--- src/rtl/pid_pkg.sv ---
// pid_pkg: shared defaults, PID/D saturation widths and a generic signed clamp.
package pid_pkg;
  localparam int ERR_W_D = 12;
  localparam int SAT_W_D = 10;
  localparam int FRWRD_W_D = 10;
  localparam int I_W_D = 15;
  localparam int D_DEPTH_D = 3;
  localparam int PID_W = 14;
  localparam int DSAT_W = 8;
  function automatic logic signed [31:0] sat_s(input logic signed [31:0] v, input int w);
    logic signed [31:0] hi;
    hi = (32'sd1 <<< (w - 1)) - 32'sd1;
    return v > hi ? hi : (v < ~hi ? ~hi : v);
  endfunction
endpackage

--- src/rtl/pid_dterm.sv ---
// pid_dterm: derivative term over a D_DEPTH-sample history of accepted errors.
module pid_dterm import pid_pkg::*; #(
  parameter int SAT_W = SAT_W_D,
  parameter int D_DEPTH = D_DEPTH_D
) (
  input  logic                     clk,
  input  logic                     rst,
  input  logic                     vld,
  input  logic signed [SAT_W-1:0]  err,
  input  logic [4:0]               d_coeff,
  output logic signed [DSAT_W+5:0] d_term
);
  logic signed [SAT_W-1:0] hist [D_DEPTH];
  logic signed [DSAT_W-1:0] dsat;
  assign dsat = DSAT_W'(sat_s(32'(err) - 32'(hist[D_DEPTH-1]), DSAT_W));
  assign d_term = (DSAT_W+6)'(dsat) * (DSAT_W+6)'($signed({1'b0, d_coeff}));
  always_ff @(posedge clk or posedge rst)
    if (rst) begin
      for (int i = 0; i < D_DEPTH; i++) hist[i] <= '0;
    end else if (vld) begin
      hist[0] <= err;
      for (int i = 1; i < D_DEPTH; i++) hist[i] <= hist[i-1];
    end
endmodule

--- src/rtl/pid_param.sv ---
// pid_param: saturating PID heading controller driving left/right wheel speeds.
// Integrator overflow clamps when PID_ANTIWINDUP_EN is defined, otherwise the add is dropped.
module pid_param import pid_pkg::*; #(
  parameter int ERR_W = ERR_W_D,
  parameter int SAT_W = SAT_W_D,
  parameter int FRWRD_W = FRWRD_W_D,
  parameter int I_W = I_W_D,
  parameter int D_DEPTH = D_DEPTH_D
) (
  input  logic                      clk,
  input  logic                      rst,
  input  logic                      moving,
  input  logic                      err_vld,
  input  logic signed [ERR_W-1:0]   error,
  input  logic [FRWRD_W-1:0]        frwrd,
  input  logic [5:0]                p_coeff,
  input  logic [4:0]                d_coeff,
  output logic signed [FRWRD_W:0]   lft_spd,
  output logic signed [FRWRD_W:0]   rght_spd,
  output logic                      spd_vld,
  output logic                      i_sat
);
  localparam int PW = SAT_W + 7;
  logic signed [SAT_W-1:0] err_sat, err_q;
  logic vld_q, pid_vld;
  logic signed [I_W-1:0] integ;
  logic signed [I_W:0] i_sum;
  logic signed [I_W-7:0] i_term;
  logic signed [PW-1:0] p_prod, p_term;
  logic signed [DSAT_W+5:0] d_term;
  logic signed [PID_W-1:0] pid_n, pid_q;
  logic signed [31:0] pid_x, l_n, r_n;
  assign err_sat = SAT_W'(sat_s(32'(error), SAT_W));
  assign p_prod = PW'(err_q) * PW'($signed({1'b0, p_coeff}));
  assign p_term = p_prod >>> 1;
  assign i_term = integ[I_W-1:6];
  assign i_sum = (I_W+1)'(integ) + (I_W+1)'(err_q);
  assign pid_n = PID_W'(sat_s(32'(p_term) + 32'(i_term) + 32'(d_term), PID_W));
  assign pid_x = 32'(pid_q) >>> 3;
  assign l_n = $signed(32'(frwrd)) + pid_x;
  assign r_n = $signed(32'(frwrd)) - pid_x;
  pid_dterm #(.SAT_W(SAT_W), .D_DEPTH(D_DEPTH)) u_dterm (
    .clk(clk), .rst(rst), .vld(vld_q), .err(err_q), .d_coeff(d_coeff), .d_term(d_term)
  );
`ifdef PID_ANTIWINDUP_EN
  localparam logic signed [I_W-1:0] I_MAX = {1'b0, {(I_W-1){1'b1}}};
  localparam logic signed [I_W-1:0] I_MIN = ~I_MAX;
`endif
  // an add overflows when the extra sign bit disagrees with the result's sign
  always_ff @(posedge clk or posedge rst)
    if (rst) begin
      integ <= '0;
      i_sat <= 1'b0;
    end else if (!moving) begin
      integ <= '0;
      i_sat <= 1'b0;
    end else if (vld_q) begin
      if (i_sum[I_W] != i_sum[I_W-1]) begin
`ifdef PID_ANTIWINDUP_EN
        integ <= i_sum[I_W] ? I_MIN : I_MAX;
`else
        integ <= integ;
`endif
        i_sat <= 1'b1;
      end else begin
        integ <= i_sum[I_W-1:0];
        i_sat <= 1'b0;
      end
    end
  always_ff @(posedge clk or posedge rst)
    if (rst) begin
      err_q <= '0;
      vld_q <= 1'b0;
      pid_q <= '0;
      pid_vld <= 1'b0;
      spd_vld <= 1'b0;
      lft_spd <= '0;
      rght_spd <= '0;
    end else begin
      err_q <= err_sat;
      vld_q <= err_vld;
      pid_vld <= vld_q;
      spd_vld <= pid_vld;
      if (vld_q) pid_q <= pid_n;
      lft_spd <= moving ? (FRWRD_W+1)'(sat_s(l_n, FRWRD_W + 1)) : '0;
      rght_spd <= moving ? (FRWRD_W+1)'(sat_s(r_n, FRWRD_W + 1)) : '0;
    end
endmodule

--- config.mk ---
export PLATFORM = sky130hd
export DESIGN_NAME = pid_param
export DESIGN_NICKNAME = d
export VERILOG_FILES = /design/src/rtl/pid_pkg.sv /design/src/rtl/pid_dterm.sv /design/src/rtl/pid_param.sv
export SDC_FILE = /design/constraint.sdc
export NUM_CORES = 1
export LEC_CHECK = 0
export CORE_MARGIN = 8
export CORE_UTILIZATION = 35
export DETAILED_ROUTE_END_ITERATION = 16
export GPL_TIMING_DRIVEN = 1
export PLACE_DENSITY = 0.56
export SYNTH_ARGS = -nofsm -noshare
export SYNTH_HDL_FRONTEND = slang
export SYNTH_SLANG_ARGS = --single-unit
--- constraint.sdc ---
create_clock -name clk -period 23.6 [get_ports clk]
set_clock_uncertainty 0.1 [all_clocks]
set_input_delay 2.36 -clock clk [delete_from_list [all_inputs] [get_ports clk]]
set_output_delay 2.36 -clock clk [all_outputs]
set_load 0.05 [all_outputs]
==> summary.md, run 1 <==
| Metric | Value |
|---|---|
| Worst Hold End | spd_vld |
| Synth top area share | 22.3% |
| Post-CTS Resized | 0 |
| Synth Area in Adders | 34.0% |
| CTS tree | done |
| Worst hold path startpoint | pid_vld |
| Synth Area in XOR/XNOR | 5.25% |
| DP HPWL | between 15000 and 20000 µm |
| Total CTS buffers | 9 |
| Synth area leaders | dfrtp_1 22%, fa_1 20%, ha_1 14%, inv_1 6.3%, xnor2_1 3.6% |
| Initial Util | 35.2% |
| ANT nets after route | 0 |
| Clock root buffer | clkbuf_16 |
| Mux contribution to synthesized area | 2.58% |
| Req. time, crit path | roughly 24 ns |
| EDFF count, synth | 0 |
| Reg2reg path depth | 30 |
| Slew @ Worst Pin | 0.789 ns |
| Via density | 4.67 |
| Synth Instances | around 1100 |
| Post-Synth Simple-Gate Area | 14.6% |
| Syn avg cell area | about 9.2 µm² |
| Cell mode on critical path | fa_1 |
| Largest net degree at the start of global routing | 60 |
| Die height | 188 µm |
| FP Rows | 63 |
| Max-slew violation count | 0 |
| Die width | around 190 µm |
| Largest family of logic cells by synthesized area | adder cells |
| Ys Warns | 0 |
| Via count | 7324 |
| Fmax | 0.0951 GHz |
| CP endpoint kind | flip-flop |
| Compound-Gate Fraction of Synth Area | about 14% |
| DR WL/cell | 13.8 µm |
| Iter 0 DRT Violations | 326 |
| Worst flop-to-flop path startpoint | err_q[0] |
| Post-CTS Hold Buffers | 0 |
| RSZ-0062 raised after global routing | no |
| Final-layout fill cell count | 2953 |
| CP Launch Type | input pin |
| Worst path max stage delay | around 0.56 ns |
| Crit path kind | in2reg |
| Synthesized area | ~0.010 mm² |
| Die Area | ~0.035 mm² |
| Setup Buffers After CTS | 0 |
| Buffers on Ports | 60 |
| Top Ports | 61 |
| Clock latency at the later pin of the worst-skew pair | 0.34 ns |
| First-pass GRT wire length | 37300 µm |
| Flop2flop setup slack | 15.14 ns |
| Vias in the first global route | 7597 |
| DRC errors left | 0 |
| Slowest-stage cell, CP | clkdlybuf4s50_1 |
| Final layout net count | 1431 |
| #FFs+latches synth | 92 |
| Bufs on Longest Clock Path | 2 |
| Detailed Routing Iterations Pass 1 | 4 |
| Worst r2r dst | pid_q[8] |
| Clk slew on worst S/H paths | 0.07 ns |
| Hold Violations, Final | 0 |
| Max-slew headroom | a little under half |
| Async set-or-reset flop fraction in the synthesized netlist | 100% |
| Main synth FF type | dfrtp_1 |
| Final min period | 10.52 ns |
| Setup TNS | 0 ns |
| Routability Congestion | between 0.8 and 0.9 |
| DRT Wirelength | ~22000 µm |
| Ant diodes | 0 |
| H-tree lvl count | 3 |
| Final Setup Violations | 0 |
| Fin crit share | roughly 45% |
| Post-synth net total | about 1400 |
| Total track usage | around 13% |
| Leading area contributor after synthesis | dfrtp_1 |
| Share of cells above drive strength 1 | 5.51% |
| Cell variety after synth | 62 |
| Status | finished, final reports clean |
| Area of the core | 0.0294 mm² |
| Sinks on the clock net | 92 |
| Initial antenna violation count | 0 |
| Hold Path Depth | 0 |
| Crit-path max FO | 10 |
| Max-Cap Viols | 0 |
| Worst Hold Class | reg2reg |
| Grt ovf | 0 |
| P&R area growth vs syn | 12.6% |
| CP arrival | 10.64 ns |
| Sequential area share after synthesis | 22.3% |
-- metal layers --
layer	part of all wire [%]	GRT usage, %
met4	1.2	2.64
met1	51	17.3
met5	0	0
met2	45	20.7
met3	2.7	2.27
-- stage by stage --
step           area [µm²]  cells  setup WS (ns)  utilization, %  hold slack, ns
5_1_grt             11600   1569          12.58            39.6           0.257
2_1_floorplan       10300   1129          13.53               -           0.231
4_1_cts             11600   1569          13.07            39.6           0.255
6_report            11600   1569          13.09            39.6           0.252
3_5_place_dp        11400   1555          12.74            38.6           0.240
3_3_place_gp        11400   1555          12.79            38.6           0.236
-- synthesized netlist by cell type, drive strengths merged, types with 4 or more instances --
library cell / count
a221o: 11
o21ai: 62
a211oi: 6
nand2b: 10
a31o: 5
nor2: 86
nand2: 87
nand4: 4
and2: 42
ha: 113
o21a: 9
nor2b: 20
fa: 105
a21o: 26
a21boi: 4
dfrtp: 92
or3: 7
o21bai: 5
clkbuf: 22
xnor2: 43
or2: 9
a211o: 4
nand3: 22
xor2: 19
a21oi: 62
mux2: 21
o211ai: 5
inv: 174
buf: 6
nor3: 10
and3: 6
-- placed cells by master (no fill, tap or decap), types with 10 or more instances in the layout --
cell,instances
a21o_1,26
a21oi_1,62
a221o_1,11
and2_1,42
clkdlybuf4s50_1,60
dfrtp_1,92
fa_1,105
ha_1,113
inv_1,173
mux2_2,21
nand2_1,87
nand2b_1,10
nand3_1,22
nor2_1,85
nor2b_1,20
o21ai_0,60
xnor2_1,43
xor2_1,19
-- worst max path at each step --
| stage | from | to | slack (ns) | cells past startpoint |
|---|---|---|---|---|
| finish | p_coeff[3] | pid_q[8] | 13.09 | 30 |
| detailed placement | p_coeff[3] | pid_q[8] | 12.74 | 30 |
| floorplan | p_coeff[3] | pid_q[10] | 13.53 | 31 |
| CTS | p_coeff[3] | pid_q[8] | 13.07 | 30 |
| global route | p_coeff[3] | pid_q[11] | 12.58 | 29 |
| global placement | p_coeff[3] | pid_q[12] | 12.79 | 30 |
-- critical path: cells and delay by family --
family,cells,cell delay (ns)
fa+ha+maj,9,4.19
xor+xnor,1,0.15
buf+inv,6,0.80
simple gates,7,1.58
compound gates,7,1.56
-- sequential cells by signal (all words and copies together), names as in the netlist --
| register | cells |
|---|---|
| pid_vld | 1 |
| vld_q | 1 |
| integ | 15 |
| lft_spd | 11 |
| pid_q | 11 |
| rght_spd | 11 |
| u_dterm.hist | 30 |
| i_sat | 1 |
| spd_vld | 1 |
| err_q | 10 |
-- cells by family after synthesis --
| logic type | after synthesis |
|---|---|
| AND/OR/NAND/NOR | 312 |
| XOR/XNOR | 62 |
| buffers and inverters | 202 |
| AO/OA/AOI/OAI | 219 |
| flip-flops | 92 |
| multiplexers | 24 |
| adder cells (fa/ha/maj) | 218 |
-- final cells by class --
| class | count | area, µm² | area share, % |
|---|---|---|---|
| Multi-Input combinational cell | 835 | 7280 | 62.5 |
| Sequential cell | 92 | 2300 | 19.8 |
| Inverter | 174 | 656 | 5.63 |
| Timing Repair Buffer | 64 | 631 | 5.42 |
| Tap cell | 390 | 488 | 4.19 |
| Clock buffer | 9 | 225 | 1.93 |
| Clock inverter | 5 | 63.8 | 0.548 |
Power of run 1 is left out: the tool's default activity adds up to more than one toggle a clock period on the data nets, which glitch-free logic cannot reach.
==> run 2, diff against run 1 <==
--- a/config.mk
+++ b/config.mk
@@ -9,7 +9,7 @@
 export CORE_UTILIZATION = 35
 export DETAILED_ROUTE_END_ITERATION = 16
 export GPL_TIMING_DRIVEN = 1
-export PLACE_DENSITY = 0.56
+export PLACE_DENSITY = 0.57
 export SYNTH_ARGS = -nofsm -noshare
 export SYNTH_HDL_FRONTEND = slang
 export SYNTH_SLANG_ARGS = --single-unit
==> constraint.sdc (replaced) <==
create_clock -name clk -period 8.65 [get_ports clk]
set_clock_uncertainty 0.1 [all_clocks]
set_input_delay 0.865 -clock clk [delete_from_list [all_inputs] [get_ports clk]]
set_output_delay 0.865 -clock clk [all_outputs]
set_load 0.05 [all_outputs]
==> run 2 against run 1 <==
Net effect: non-clock buffer count grew 74; hold slack improved by 0.0044 ns; clock-buffer cell count unchanged; cell count grew 4.8%; first-iteration DRC count rose by 12%; via count grew 4.1%; die area did not move; highest routed layer unchanged.
==> summary.md, run 2 (synthesis results as in run 1) <==
| Metric | Value |
|---|---|
| Commonest non-fill, non-tap cell in the layout | inv_1 |
| Req. time, crit path | 8.78 ns (-14.94 ns) |
| Clock root buffer | clkbuf_16 |
| Total track usage | 12.7% (+0.069 points) |
| Final min period | 8.22 ns |
| H-tree lvl count | 3 (unchanged) |
| Hold Violations, Final | 0 (unchanged) |
| Cell mode on critical path | fa_1 |
| Final Setup Violations | 0 (unchanged) |
| Share of cells above drive strength 1 | 12.1% (+6.6 points) |
| Die width | 188 µm (unchanged) |
| Final Util | 41.8% (+2.2 points) |
| Vias in the first global route | 7865 (+3.5%) |
| Initial Util | 35.2% (unchanged) |
| Largest net degree at the start of global routing | 61 (+1.7%) |
| First-pass GRT wire length | 37500 µm (+0.61%) |
| Detailed Routing Iterations Pass 1 | 5 (+1) |
| Final layout net count | 1505 (+5.2%) |
| Via count | 7622 (+4.1%) |
| Worst path bufs/invs | 5 (-1) |
| Final-layout fill cell count | 2925 (-0.95%) |
| Top Ports | 61 (unchanged) |
| CP endpoint kind | flip-flop |
| Die Area | 0.0353 mm² (unchanged) |
| Post-Place Setup Slack | -0.467 ns (-13.20 ns) |
| Initial antenna violation count | 0 (unchanged) |
| Grt ovf | 0 (unchanged) |
| CTS tree | done |
| Bufs on Longest Clock Path | 2 (unchanged) |
| Setup TNS | 0 ns (unchanged) |
| Setup Buffers After CTS | 0 (unchanged) |
| Via density | 4.63 (-0.74%) |
| DRT Wirelength | 21700 µm (+0.38%) |
| Crit path max-delay family | adder cells |
| Area of the core | 0.0294 mm² (unchanged) |
| Slew @ Worst Pin | 0.811 ns (+0.0216 ns) |
| DP HPWL | 18200 µm (+1.8%) |
| Routability Congestion | 0.858 (+3.2%) |
| Post-route non-filler standard cell count | 1645 (+4.8%) |
| Die height | 188 µm (unchanged) |
| DRC errors left | 0 (unchanged) |
| CP arrival | 8.35 ns (-2.29 ns) |
| Crit-path max FO | 9 (-1) |
| P&R area growth vs syn | 19.0% |
| Most frequent cells in the layout | 173 x inv_1, 111 x ha_1, 105 x fa_1 |
| Iter 0 DRT Violations | 365 (+12%) |
| Crit path kind | in2reg |
| Fmax | 0.122 GHz |
| Total CTS buffers | 9 (unchanged) |
| Max-slew headroom | 46.0% (-0.76 points) |
| Clk slew on worst S/H paths | 0.07 ns (about the same) |
| Max-Cap Viols | 0 (unchanged) |
| Biggest regs | u_dterm.hist x30, integ x15 |
| Max FFs per register | 30 (unchanged) |
| FP Rows | 63 (unchanged) |
| Biggest register | u_dterm.hist |
| Worst path max stage delay | 0.54 ns (-0.02 ns) |
| DR WL/cell | 13.2 µm (-4.3%) |
| Placed cells | 1629 (+4.8%) |
| Worst Hold Class | reg2reg |
| CP Launch Type | input pin |
| Max-slew violation count | 0 (unchanged) |
| Worst setup margin | 0.430 ns (-12.66 ns) |
| Sinks on the clock net | 92 (unchanged) |
| Status | finished, final reports clean |
| Ant diodes | 0 (unchanged) |
| Fin crit share | 95.0% |
| Buffers on Ports | 60 (unchanged) |
| Slowest-stage cell, CP | fa_1 |
| RSZ-0062 raised after global routing | no |
| Clock latency at the later pin of the worst-skew pair | 0.35 ns (about the same) |
| ANT nets after route | 0 (unchanged) |
==> run 2: cell count changes in the layout (fill, tap and decap cells not counted), moves of 2 or more <==
cell | before | now
inv_6 | 1 | 3
clkinv_4 | 2 | 0
dlymetal6s2s_1 | 0 | 5
a21oi_1 | 62 | 60
a21oi_2 | 0 | 2
ha_1 | 113 | 111
buf_4 | 4 | 77
o21ai_0 | 60 | 57
clkdlybuf4s50_1 | 60 | 55
o21ai_1 | 2 | 5
==> run 2: layer usage <==
| metal | vias up | part of all wire (%) | global-route usage (%) |
|---|---|---|---|
| li1 | 3952 | - | - |
| met1 | 3517 | 49 | 16.9 |
| met2 | 128 | 45 | 20.8 |
| met3 | 25 | 3.9 | 2.45 |
| met4 | 0 | 2.3 | 3.58 |
| met5 | - | 0 | 0 |
==> run 2: stage by stage <==
step,hold slack (ns),area (µm²)
floorplan,0.231,10300
global placement,0.232,11900
detailed placement,0.246,11900
finish,0.256,12300
CTS,0.262,12200
global route,0.270,12300
==> run 2: timing repair <==
action                                  in CTS  in global routing
hold buffers                                 0                  0
pin swaps                                    0                  6
endpoints found under the setup margin      10                 11
gates resized for setup                      2                 21
==> run 2: area by class of cell <==
| class | instances | area, µm² | area share, % |
|---|---|---|---|
| multi-input cells | 835 | 7360 | 59.8 |
| repair buffers | 138 | 1200 | 9.77 |
| inverters | 174 | 656 | 5.33 |
| clock inverters | 7 | 66.3 | 0.539 |
| clock buffers | 9 | 225 | 1.83 |
| well taps | 390 | 488 | 3.97 |
| flip-flops and latches | 92 | 2300 | 18.7 |
==> run 2: worst paths after layout <==
kind | from | endpoint | slack, ns | cells after the start
setup / recovery | p_coeff[3] | pid_q[7] | 0.43 | 28
hold / removal | pid_vld | spd_vld | 0.26 | 0
setup reg to reg | err_q[1] | pid_q[7] | 0.57 | 30
hold reg to reg | pid_vld | spd_vld | 0.26 | 0
max in group asynchronous | rst | u_dterm.hist[6] | 6.59 | 3
min in group asynchronous | rst | lft_spd[1] | 0.77 | 2
Power of run 2 is left out for the same reason.
==> run 3, diff against run 2 <==
--- a/config.mk
+++ b/config.mk
@@ -9,7 +9,7 @@
 export CORE_UTILIZATION = 35
 export DETAILED_ROUTE_END_ITERATION = 16
 export GPL_TIMING_DRIVEN = 1
-export PLACE_DENSITY = 0.57
+export PLACE_DENSITY = 0.56
 export SYNTH_ARGS = -nofsm -noshare
 export SYNTH_HDL_FRONTEND = slang
 export SYNTH_SLANG_ARGS = --single-unit
==> constraint.sdc (replaced) <==
create_clock -name clk -period 9.45 [get_ports clk]
set_clock_uncertainty 0.1 [all_clocks]
set_input_delay 0.945 -clock clk [delete_from_list [all_inputs] [get_ports clk]]
set_output_delay 0.945 -clock clk [all_outputs]
set_load 0.05 [all_outputs]
==> run 3 against run 2 <==
Net effect: global-route usage is essentially flat; non-clock buffer count fell by 69; cell count shrank 4.2%; clock-buffer cell count stayed put; sequential cell count stayed put; register-to-register slack improved by 0.37 ns; sequential share of layout area is 0.96 points higher; utilization is 2.0 points lower; first-iteration DRC count fell by 2.2%; critical endpoint is now pid_q[9]; largest cell class unchanged.
==> summary.md, run 3 (synthesis results as in run 1) <==
| Metric | Value |
|---|---|
| Grt ovf | 0 (unchanged) |
| P&R area growth vs syn | 13.2% |
| Fin crit share | 94.0% |
| Share of cells above drive strength 1 | 6.16% (-6.0 points) |
| Final layout net count | 1436 (-4.6%) |
| DRT Wirelength | 21500 µm (-1.1%) |
| Routability Congestion | 0.826 (-3.8%) |
| Biggest regs | u_dterm.hist x30, integ x15 |
| Cell mode on critical path | fa_1 |
| Wl on met1 | 10900 µm (+2.6%) |
| Clk slew on worst S/H paths | 0.07 ns (about the same) |
| Ant diodes | 0 (unchanged) |
| Worst Hold Class | reg2reg |
| Post-CTS Hold Buffers | 0 (unchanged) |
| DP HPWL | 17600 µm (-3.1%) |
| Via count | 7423 (-2.6%) |
| Final min period | 8.88 ns |
| Final-layout fill cell count | 2940 (+0.51%) |
| Clock latency at the later pin of the worst-skew pair | 0.35 ns (about the same) |
| Max-slew headroom | 44.0% (-2.0 points) |
| Worst path max stage delay | 0.55 ns (about the same) |
| Biggest register | u_dterm.hist |
| Hold Violations, Final | 0 (unchanged) |
| Die height | 188 µm (unchanged) |
| Vias in the first global route | 7578 (-3.6%) |
| Commonest non-fill, non-tap cell in the layout | inv_1 |
| Setup Buffers After CTS | 0 (unchanged) |
| Total CTS buffers | 9 (unchanged) |
| RSZ-0062 raised after global routing | no |
| Setup TNS | 0 ns (unchanged) |
| WL met3 | 664 µm (-22%) |
| CP arrival | 9.02 ns (+0.67 ns) |
| Placed cells | 1560 (-4.2%) |
| CP Launch Type | input pin |
| Final Util | 39.8% (-2.0 points) |
| Total track usage | 12.7% (about the same) |
| Buffers on Ports | 60 (unchanged) |
| Max FFs per register | 30 (unchanged) |
| DRC errors left | 0 (unchanged) |
| Status | finished, final reports clean |
| Largest net degree at the start of global routing | 60 (-1.6%) |
| DR WL/cell | 13.6 µm (+3.3%) |
| Initial antenna violation count | 0 (unchanged) |
| FP Rows | 63 (unchanged) |
| CTS tree | done |
| Top Layer Used | met4 |
| Die width | 188 µm (unchanged) |
| Slowest-stage cell, CP | fa_1 |
| Max-slew violation count | 0 (unchanged) |
| Iter 0 DRT Violations | 357 (-2.2%) |
| Die Area | 0.0353 mm² (unchanged) |
| Via density | 4.71 (+1.7%) |
| Max-Cap Viols | 0 (unchanged) |
| Crit path kind | in2reg |
| Crit-path max FO | 9 (unchanged) |
| Initial Util | 35.2% (unchanged) |
| Bufs on Longest Clock Path | 2 (unchanged) |
| Req. time, crit path | 9.58 ns (+0.80 ns) |
| Post-route non-filler standard cell count | 1576 (-4.2%) |
| First-pass GRT wire length | 37300 µm (-0.74%) |
| Top Ports | 61 (unchanged) |
| Clock root buffer | clkbuf_16 |
| Area of the core | 0.0294 mm² (unchanged) |
| Sinks on the clock net | 92 (unchanged) |
| Fmax | 0.113 GHz |
| Met2 WL | 9680 µm (about the same) |
| Detailed Routing Iterations Pass 1 | 5 (unchanged) |
| H-tree lvl count | 3 (unchanged) |
| WHS | 0.257 ns (+0.000987 ns) |
| Slew @ Worst Pin | 0.841 ns (+0.0300 ns) |
| CP endpoint kind | flip-flop |
| Most frequent cells in the layout | 173 x inv_1, 113 x ha_1, 105 x fa_1 |
| Final Setup Violations | 0 (unchanged) |
| ANT nets after route | 0 (unchanged) |
-- run 3: path summary, 6_finish.rpt --
path                                     to  depth (start not counted)  slack, ns  startpoint
worst max register to register     pid_q[9]                         30       0.94    err_q[0]
max in group asynchronous         integ[12]                          3       7.28         rst
worst min-delay path                spd_vld                          0       0.26     pid_vld
worst max-delay path               pid_q[9]                         29       0.57  p_coeff[3]
min in group asynchronous       rght_spd[6]                          2       0.85         rst
worst min register to register      spd_vld                          0       0.26     pid_vld
-- run 3: cell type report --
type | count | area (µm²) | area share (%)
multi-input cells | 835 | 7280 | 62.2
flip-flops and latches | 92 | 2300 | 19.7
repair buffers | 69 | 668 | 5.71
inverters | 174 | 656 | 5.60
well taps | 390 | 488 | 4.17
clock buffers | 9 | 225 | 1.92
clock inverters | 7 | 80.1 | 0.684
-- run 3: what timing repair did --
action                                  CTS  global route
gates resized for setup                   0             2
endpoints found under the setup margin    0            10
endpoints found under the hold margin     0             0
-- run 3: metal layers --
metal	global-route usage, %	up-vias
li1	-	3818
met1	17.4	3489
met2	20.8	105
met3	2.36	11
met4	2.36	0
met5	0	-
-- run 3: critical path: cells and delay by family --
family          cells  cell delay [ns]
fa+ha+maj           9             4.20
xor+xnor            1             0.19
compound gates      9             1.93
buf+inv             5             0.79
simple gates        5             0.96
-- run 3: per-stage QoR --
step | instance area (µm²) | setup slack, ns
after CTS | 11700 | 0.415
after global routing | 11700 | 0.00851
final | 11700 | 0.565
after floorplan | 10300 | 0.795
after global placement | 11400 | 0.178
after detailed placement | 11400 | 0.0709
Power of run 3 is left out for the same reason.
